### config.mk
export PLATFORM = sky130hd
export DESIGN_NAME = io_bus_responder
export DESIGN_NICKNAME = d
export VERILOG_FILES = /design/src/rtl/io_bus_responder.sv
export SDC_FILE = /design/constraint.sdc
export NUM_CORES = 1
export LEC_CHECK = 0
export ABC_AREA = 1
export BUFFER_PORTS_ARGS = -buffer_cell sky130_fd_sc_hd__buf_4
export CORE_MARGIN = 10
export CORE_UTILIZATION = 50
export CTS_CLUSTER_DIAMETER = 150
export DETAILED_ROUTE_END_ITERATION = 8
export GPL_TIMING_DRIVEN = 0
export PLACE_DENSITY_LB_ADDON = 0.08
export SLEW_MARGIN = 20
export SYNTH_ARGS = -nofsm -noshare
export SYNTH_HDL_FRONTEND = slang
export SYNTH_SLANG_ARGS = --single-unit
### constraint.sdc
create_clock -name clk -period 3.4 [get_ports clk]
set_input_delay 0.34 -clock clk [delete_from_list [all_inputs] [get_ports clk]]
set_output_delay 0.34 -clock clk [all_outputs]
set_load 0.005 [all_outputs]
### src/rtl/io_bus_responder.sv
// io_bus_responder
//   Memory-mapped responder on the CPU IO bus. Decodes word addresses into
//   an LED register, switch readback, an output FIFO with status, a
//   single-entry input mailbox and a free-running cycle counter. The FIFO
//   and mailbox bridge the CPU to board-side logic through valid/ready
//   handshakes; everything runs in the CPU clock domain.
//
// Ports
//   clk        CPU clock
//   rstn       asynchronous active-low reset
//   io_addr    byte address, only io_addr[7:0] is decoded
//   io_dout    CPU write data
//   io_we      write strobe, sampled on rising clk
//   io_rd      read strobe, read side effects commit on rising clk
//   io_din     read data, combinational from io_addr and current state
//   led        LED register
//   sw         switch levels
//   out_data   output FIFO head
//   out_valid  output FIFO non-empty
//   out_ready  consumer accepts the head this cycle
//   in_data    producer data
//   in_valid   producer has data
//   in_ready   mailbox empty (driven from registered state only)

module io_bus_responder #(
  parameter int FIFO_DEPTH = 4,
  parameter int CNT_W      = 32
) (
  input  logic        clk,
  input  logic        rstn,
  input  logic [15:0] io_addr,
  input  logic [31:0] io_dout,
  input  logic        io_we,
  input  logic        io_rd,
  output logic [31:0] io_din,
  output logic [15:0] led,
  input  logic [15:0] sw,
  output logic [31:0] out_data,
  output logic        out_valid,
  input  logic        out_ready,
  input  logic [31:0] in_data,
  input  logic        in_valid,
  output logic        in_ready
);

  localparam int PW = $clog2(FIFO_DEPTH);
  localparam int CW = PW + 1;

  localparam logic [7:0] ADDR_LED   = 8'h00;
  localparam logic [7:0] ADDR_SW    = 8'h04;
  localparam logic [7:0] ADDR_OSTAT = 8'h08;
  localparam logic [7:0] ADDR_ODATA = 8'h0C;
  localparam logic [7:0] ADDR_ISTAT = 8'h10;
  localparam logic [7:0] ADDR_IDATA = 8'h14;
  localparam logic [7:0] ADDR_CYCLE = 8'h18;

  typedef enum logic {
    MB_EMPTY = 1'b0,
    MB_FULL  = 1'b1
  } mb_state_t;

  logic [7:0]    addr_lo;
  logic          unused_addr_hi;

  logic [31:0]   mem [FIFO_DEPTH];
  logic [PW-1:0] wr_ptr;
  logic [PW-1:0] rd_ptr;
  logic [CW-1:0] count;
  logic          full;
  logic          ovf;
  logic          push_req;
  logic          push_ok;
  logic          pop;
  logic          ovf_clear;

  mb_state_t     mb_state;
  mb_state_t     mb_next;
  logic          mb_capture;
  logic          mb_clear_req;
  logic [31:0]   mb_data;
  logic          in_full;

  logic [CNT_W-1:0] cycle_cnt;
  logic [31:0]      cycle_ext;

  // The upper address byte is not part of the map; fold it away so the
  // decode only ever looks at the low byte.
  assign addr_lo        = io_addr[7:0];
  assign unused_addr_hi = ^io_addr[15:8];

  // Bus strobes qualified by address.
  assign push_req     = io_we && (addr_lo == ADDR_ODATA);
  assign ovf_clear    = io_we && (addr_lo == ADDR_OSTAT) && io_dout[2];
  assign mb_clear_req = io_rd && (addr_lo == ADDR_IDATA);

  // FIFO flags. A push into a full FIFO is still accepted when the head is
  // leaving on the same edge, since the slot frees up in time.
  assign full      = (count == CW'(FIFO_DEPTH));
  assign out_valid = (count != '0);
  assign pop       = out_valid && out_ready;
  assign push_ok   = push_req && (!full || pop);
  assign out_data  = mem[rd_ptr];

  // LED register.
  always_ff @(posedge clk or negedge rstn) begin
    if (!rstn) begin
      led <= '0;
    end else if (io_we && (addr_lo == ADDR_LED)) begin
      led <= io_dout[15:0];
    end
  end

  // FIFO storage and pointers. Pointer arithmetic wraps naturally because
  // the depth is a power of two.
  always_ff @(posedge clk or negedge rstn) begin
    if (!rstn) begin
      for (int i = 0; i < FIFO_DEPTH; i++) begin
        mem[i] <= '0;
      end
      wr_ptr <= '0;
      rd_ptr <= '0;
    end else begin
      if (push_ok) begin
        mem[wr_ptr] <= io_dout;
        wr_ptr      <= wr_ptr + PW'(1);
      end
      if (pop) begin
        rd_ptr <= rd_ptr + PW'(1);
      end
    end
  end

  // Occupancy count; a simultaneous push and pop leaves it unchanged.
  always_ff @(posedge clk or negedge rstn) begin
    if (!rstn) begin
      count <= '0;
    end else begin
      case ({push_ok, pop})
        2'b10:   count <= count + CW'(1);
        2'b01:   count <= count - CW'(1);
        default: count <= count;
      endcase
    end
  end

  // Sticky overflow: set when a push is dropped, cleared only by software.
  always_ff @(posedge clk or negedge rstn) begin
    if (!rstn) begin
      ovf <= 1'b0;
    end else if (push_req && full && !pop) begin
      ovf <= 1'b1;
    end else if (ovf_clear) begin
      ovf <= 1'b0;
    end
  end

  // Mailbox state register.
  always_ff @(posedge clk or negedge rstn) begin
    if (!rstn) begin
      mb_state <= MB_EMPTY;
    end else begin
      mb_state <= mb_next;
    end
  end

  // Mailbox next state. Capture only happens from EMPTY, so the edge that
  // clears the mailbox can never also refill it.
  always_comb begin
    mb_next    = mb_state;
    mb_capture = 1'b0;
    case (mb_state)
      MB_EMPTY: begin
        if (in_valid) begin
          mb_capture = 1'b1;
          mb_next    = MB_FULL;
        end
      end
      MB_FULL: begin
        if (mb_clear_req) begin
          mb_next = MB_EMPTY;
        end
      end
      default: mb_next = MB_EMPTY;
    endcase
  end

  // Mailbox data keeps its last value after being read so that a stale
  // IDATA read returns it unchanged.
  always_ff @(posedge clk or negedge rstn) begin
    if (!rstn) begin
      mb_data <= '0;
    end else if (mb_capture) begin
      mb_data <= in_data;
    end
  end

  assign in_full  = (mb_state == MB_FULL);
  assign in_ready = (mb_state == MB_EMPTY);

  // Free-running cycle counter, wrapping at 2^CNT_W.
  always_ff @(posedge clk or negedge rstn) begin
    if (!rstn) begin
      cycle_cnt <= '0;
    end else begin
      cycle_cnt <= cycle_cnt + CNT_W'(1);
    end
  end

  // Zero-extend the counter to the bus width for any legal CNT_W.
  always_comb begin
    cycle_ext              = '0;
    cycle_ext[CNT_W-1:0]   = cycle_cnt;
  end

  // Read mux. Purely combinational, so a read with a concurrent write
  // returns the state from before the write.
  always_comb begin
    io_din = '0;
    case (addr_lo)
      ADDR_LED:   io_din = {16'b0, led};
      ADDR_SW:    io_din = {16'b0, sw};
      ADDR_OSTAT: io_din = {29'b0, ovf, full, ~full};
      ADDR_ISTAT: io_din = {31'b0, in_full};
      ADDR_IDATA: io_din = mb_data;
      ADDR_CYCLE: io_din = cycle_ext;
      default:    io_din = '0;
    endcase
  end

endmodule

=== Word-level counts from Yosys, hierarchy flattened ===
Index checks and enable logic that the tools add are counted.

* Bits in registers: 217
* Input bits: 102
* Output and inout bits: 82
* Logic and storage cells: 64

* $add $sub $neg: 5
* Magnitude comparators: 3
* Eq/ne operators: 9
* Multiplexer cells: 14
* Bitwise operators: 4
* Reduce and logical (&&, ||, !) cells: 17

{| class="wikitable"
|+ Operator list
! kind !! count
|-
| 32-bit case mux with 6 select lines || 1
|-
| 128-bit bitwise mux || 1
|-
| 32-bit two-way mux || 3
|-
| 32-bit binary-select mux with 2-bit select || 1
|-
| 32-bit demux with 2-bit select || 1
|-
| 32-bit by 1-bit adder with 32-bit output (second input constant) || 1
|-
| 8-bit by 5-bit equality test with 1-bit output (second input constant) || 3
|-
| 8-bit by 4-bit equality test with 1-bit output (second input constant) || 2
|-
| 1-bit logical AND || 10
|-
| 8-bit by 3-bit equality test with 1-bit output (second input constant) || 1
|-
| 8-bit zero test || 1
|-
| 3-bit greater-or-equal comparator (second input constant) || 2
|-
| 2-bit NOT with 3-bit output || 2
|-
| 3-bit case mux with 2 select lines || 1
|-
| 1-bit two-way mux || 5
|-
| 2-bit by 1-bit adder with 2-bit output (second input constant) || 2
|-
| 2-bit nonzero test || 2
|-
| 3-bit by 1-bit adder with 3-bit output (second input constant) || 1
|-
| 3-bit equality test (second input constant) || 1
|-
| 3-bit by 1-bit less-than comparator with 1-bit output (second input constant) || 1
|-
| 3-bit nonzero test || 1
|-
| 3-bit by 1-bit subtractor with 3-bit output (second input constant) || 1
|-
| 2-bit by 1-bit equality test with 1-bit output (second input constant) || 1
|-
| 2-bit equality test (second input constant) || 1
|-
| 4 further kinds || 6
|}

=== Logic depth before layout (Yosys ltp) ===
* Word-level depth: 6
* Gate-level depth with buffers: 10
* Depth with buffers taken out: 10

=== Worst setup path after synthesis ===
OpenSTA, ideal clock, no wires.

* Path kind: register -> register
* Start: reg count[0]
* End: reg count[2]
* Library setup time: 131 ps
* Data arrival time: 1783 ps
* Required time: 3269 ps
* Path slack: 1486 ps
* Cell stages (with the launch flop): 10
* Clock period less this slack: 1914 ps
* Cells stage by stage: dfrtp_1 -> nor2_2 -> nand3b_2 -> nand3_1 -> ha_1 -> inv_1 -> fa_1 -> a21oi_1 -> o21ai_0 -> xor2_1

* Word-level cells in the longest chain between the ends: 6
* Elaborated cells on any way between the ends: 12

{| class="wikitable"
|+ Ends and longest elaborated chain
! item !! RTL line !! source
|-
| start, declared || 68 || <nowiki>logic [CW-1:0] count;</nowiki>
|-
| start signal, assigned || 139 || <nowiki>2'b10: count <= count + CW'(1);</nowiki>
|-
| start signal, assigned || 140 || <nowiki>2'b01: count <= count - CW'(1);</nowiki>
|-
| start signal, assigned || 141 || <nowiki>default: count <= count;</nowiki>
|-
| 3-bit equality test or 3-bit nonzero test (tied branches) || 98, 99 ||
|-
| 1-bit zero test or 1-bit logical AND (tied branches) || 101, 100 ||
|-
| 1-bit logical OR || 101 || <nowiki>assign push_ok = push_req && (!full || pop);</nowiki>
|-
| 1-bit logical AND || 101 ||
|-
| 2-bit by 1-bit equality test with 1-bit output or 2-bit equality test (tied branches) || 138 || <nowiki>case ({push_ok, pop})</nowiki>
|-
| 3-bit case mux with 2 select lines or 2-bit nonzero test (tied branches) || - ||
|}

Several ways; a longest one is shown, not always the timed one.
A chain may end at the register's enable or synchronous reset.

=== Worst setup path after layout ===
* Start: reg rd_ptr[0]
* End: out out_data[14]

* Word-level cells in the longest chain between the ends: 4

{| class="wikitable"
|+ Ends and longest elaborated chain
! item !! RTL line !! source
|-
| start, declared || 67 || <nowiki>logic [PW-1:0] rd_ptr;</nowiki>
|-
| start signal, assigned || 128 || <nowiki>rd_ptr <= rd_ptr + PW'(1);</nowiki>
|-
| 2-bit NOT with 3-bit output (implied by the code) || 102 || <nowiki>assign out_data = mem[rd_ptr];</nowiki>
|-
| 32-bit binary-select mux with 2-bit select || 102 ||
|-
| 32-bit two-way mux (implied by the code) (2 in series) || 102 ||
|-
| end, declared || 38 || <nowiki>output logic [31:0] out_data,</nowiki>
|}

No other way between the ends. The select of a mux whose other input is x is not followed.

==> results.cfg <==
[floorplan]
dieArea_mm2 = 0.0276
start_util_pct = 50.7
core_mm2 = 0.0210
fp.dieH_um = 166
core.rowCount = 53
pin_count = 184
dieWidth_um = 166

[run]
drv_cap = 0

[sta]
fin_setup_tns_ns = 0
whs_ns = 0.0431
min_period_over_period_pct = 81.5
max_freq_ghz = 0.361
max_slew_margin_pct = 59.6
grt_setup_unrepaired = false
finalHoldViolCount = 0
finalClockSkew_ns = 0.0262
worst_slew_pin_slew_ns = 0.605
drv_slew = 0
setup_viol = 0
min_period_ns = 2.77

[setup_path]
startpoint = rd_ptr[0]
crit_path_max_fanout = 10
critPathKind = reg -> out
cp.required_ns = 3.06
worstReg2RegStart = count[0]
start_kind = register
reg2reg_depth = 9
arrival_ns = 2.43
cp-end-kind = output port

[grt]
grt_pass1_wl_um = 53800
antenna_found_initial = 0
globalRoute.totalOverflow = 0
grt_max_degree = 98
globalRouteTotalUtil_pct = 23.5
grt_pass1_vias = 9938

[cts]
hold_buffers = 1
insertion_delay_ns = 0.53
post_cts_buffers = 0
cts_sinks = 217
cts_root_buffer = clkbuf_16
ctsHtreeMaxLevel = 1
cts_buffer_depth = 3
clk_pin_slew_ns = 0.06
cts_resized = 0
cts_tree = done
cts_made_buffers = 25

[placement]
gp_congestion = 0.885
hpwl_um = 23800
portBuffers = 174
dp.cells = 1782

[routing]
vias = 9944
drc = 0
avgRoutedWirePerCell_um = 18.4
drt_pass1_iterations = 5
wirelength_um = 33600
routed_via_density = 5.45
drt_iter0_drc = 936
ant_nets = 0

[hold_path]
whs_path_depth = 2
hold_start = in_data[5]
hold_class = in -> reg

[synthesis]
mappedNetlistArea_mm2 = 0.0107
ys_warn_count = 0
syn_nets = 1440
syn-instance-count = 1331
synth-seq-cells = 217
avgSynthCellArea_um2 = 8.01
yosysSeqAreaShare_pct = 51.0
netlist-cell-type-count = 26

[final_layout]
final_cells = 1826
layout_common_cells = 462 x nand2_1, 217 x dfrtp_1, 193 x nand3_1, 174 x buf_4, 122 x nor2_1
drive_gt1_share_pct = 19.6
nNetsFinal = 1644
final_common_cell = nand2_1
diodes = 0
area_growth_pct = 24.0

[pwr]
peakVddDrop_mv = 0.353
p_leak_uw = 0.00683
p_per_area_mw_per_mm2 = 599

[outcome]
status = complete, no violations
## where the power goes
| part | leakage [µW] | total [µW] | internal [µW] | switching [µW] |
|---|---|---|---|---|
| combinational | 0.00351 | 2180 | 944 | 1240 |
| sequential | 0.00291 | 3000 | 2850 | 156 |
| clock | 0.000410 | 2730 | 1650 | 1090 |
## path summary, 6_finish.rpt
path | end | slack (ns)
setup / recovery | out_data[14] | 0.63
min in group asynchronous | cycle_cnt[1] | 0.26
max in group asynchronous | mem[86] | 2.38
setup reg to reg | count[2] | 1.33
hold reg to reg | mem[87] | 0.47
hold / removal | mb_data[5] | 0.04
## layout make-up
cell class / instances / area [µm²]
Inverter: 50 / 189
Clock inverter: 9 / 108
Clock buffer: 34 / 729
Sequential cell: 217 / 5430
Fill cell: 1928 / 7800
Timing Repair Buffer: 177 / 1380
Tap cell: 275 / 344
Multi-Input combinational cell: 984 / 4620
Buffer: 80 / 422
## logic make-up (layout without fill, tap and decap cells)
kind of cell               count (synthesis)  count (layout)  synth area share (%)
AOI/OAI and AO/OA                        117             117                  5.87
and+or+nand+nor                          809             809                  31.6
adders and majority gates                  7               7                 0.892
xor gates and xnor gates                  20              20                  1.64
DFF                                      217             217                  51.0
buffers and inverters                    130             350                  5.73
muxes                                     31              31                  3.28
## synthesized netlist by cell type
cell type | n | area, µm²
clkinv_2 | 1 | 5.00
nand4_1 | 20 | 125
nand3b_2 | 1 | 11.3
mux2_2 | 31 | 349
nor2_1 | 122 | 458
o22ai_1 | 32 | 200
inv_1 | 44 | 165
a21oi_1 | 2 | 10.0
buf_1 | 1 | 3.75
o21ai_1 | 10 | 50.1
o21ai_0 | 73 | 365
nand3b_1 | 2 | 15.0
ha_1 | 6 | 75.1
buf_4 | 1 | 7.51
nand4_2 | 1 | 12.5
xnor2_1 | 8 | 70.1
buf_6 | 11 | 124
buf_2 | 28 | 140
nor2_2 | 8 | 50.1
xor2_1 | 12 | 105
inv_2 | 5 | 18.8
nand3_1 | 193 | 966
fa_1 | 1 | 20.0
dfrtp_1 | 217 | 5430
clkbuf_1 | 39 | 146
nand2_1 | 462 | 1730
## per-stage QoR
step           util, %  instance area, µm²  worst slack (ns)  total power (µW)
2_1_floorplan        -               10700              1.49              4160
3_3_place_gp      58.6               12300             0.316              5190
3_5_place_dp      58.8               12400              1.04              5230
4_1_cts           62.9               13200             0.646              7960
5_1_grt           62.9               13200             0.488              8310
6_report          62.9               13200             0.630              7920
## layer usage
metal / track usage [%] / routed length [µm] / vias up
li1: - / - / 4743
met1: 31.2 / 14300 / 4730
met2: 38.5 / 15900 / 412
met3: 4.19 / 2530 / 59
met4: 6.93 / 854 / 0
met5: 0 / 0 / -
## state kept, by name, indices dropped and copies added (netlist names)
| name | cells |
|---|---|
| mem | 128 |
| rd_ptr | 2 |
| count | 3 |
| ovf | 1 |
| wr_ptr | 2 |
| in_full | 1 |
| cycle_cnt | 32 |
| mb_data | 32 |
| led | 16 |
## critical path, cell delays in order, from the launching register on
cell,delay (ns)
dfrtp_1,0.39
buf_2,0.20
inv_2,0.07
buf_2,0.22
clkbuf_1,0.46
o21ai_0,0.15
o22ai_1,0.25
buf_4,0.17
No activity file was read; power rests on OpenSTA's default activity.
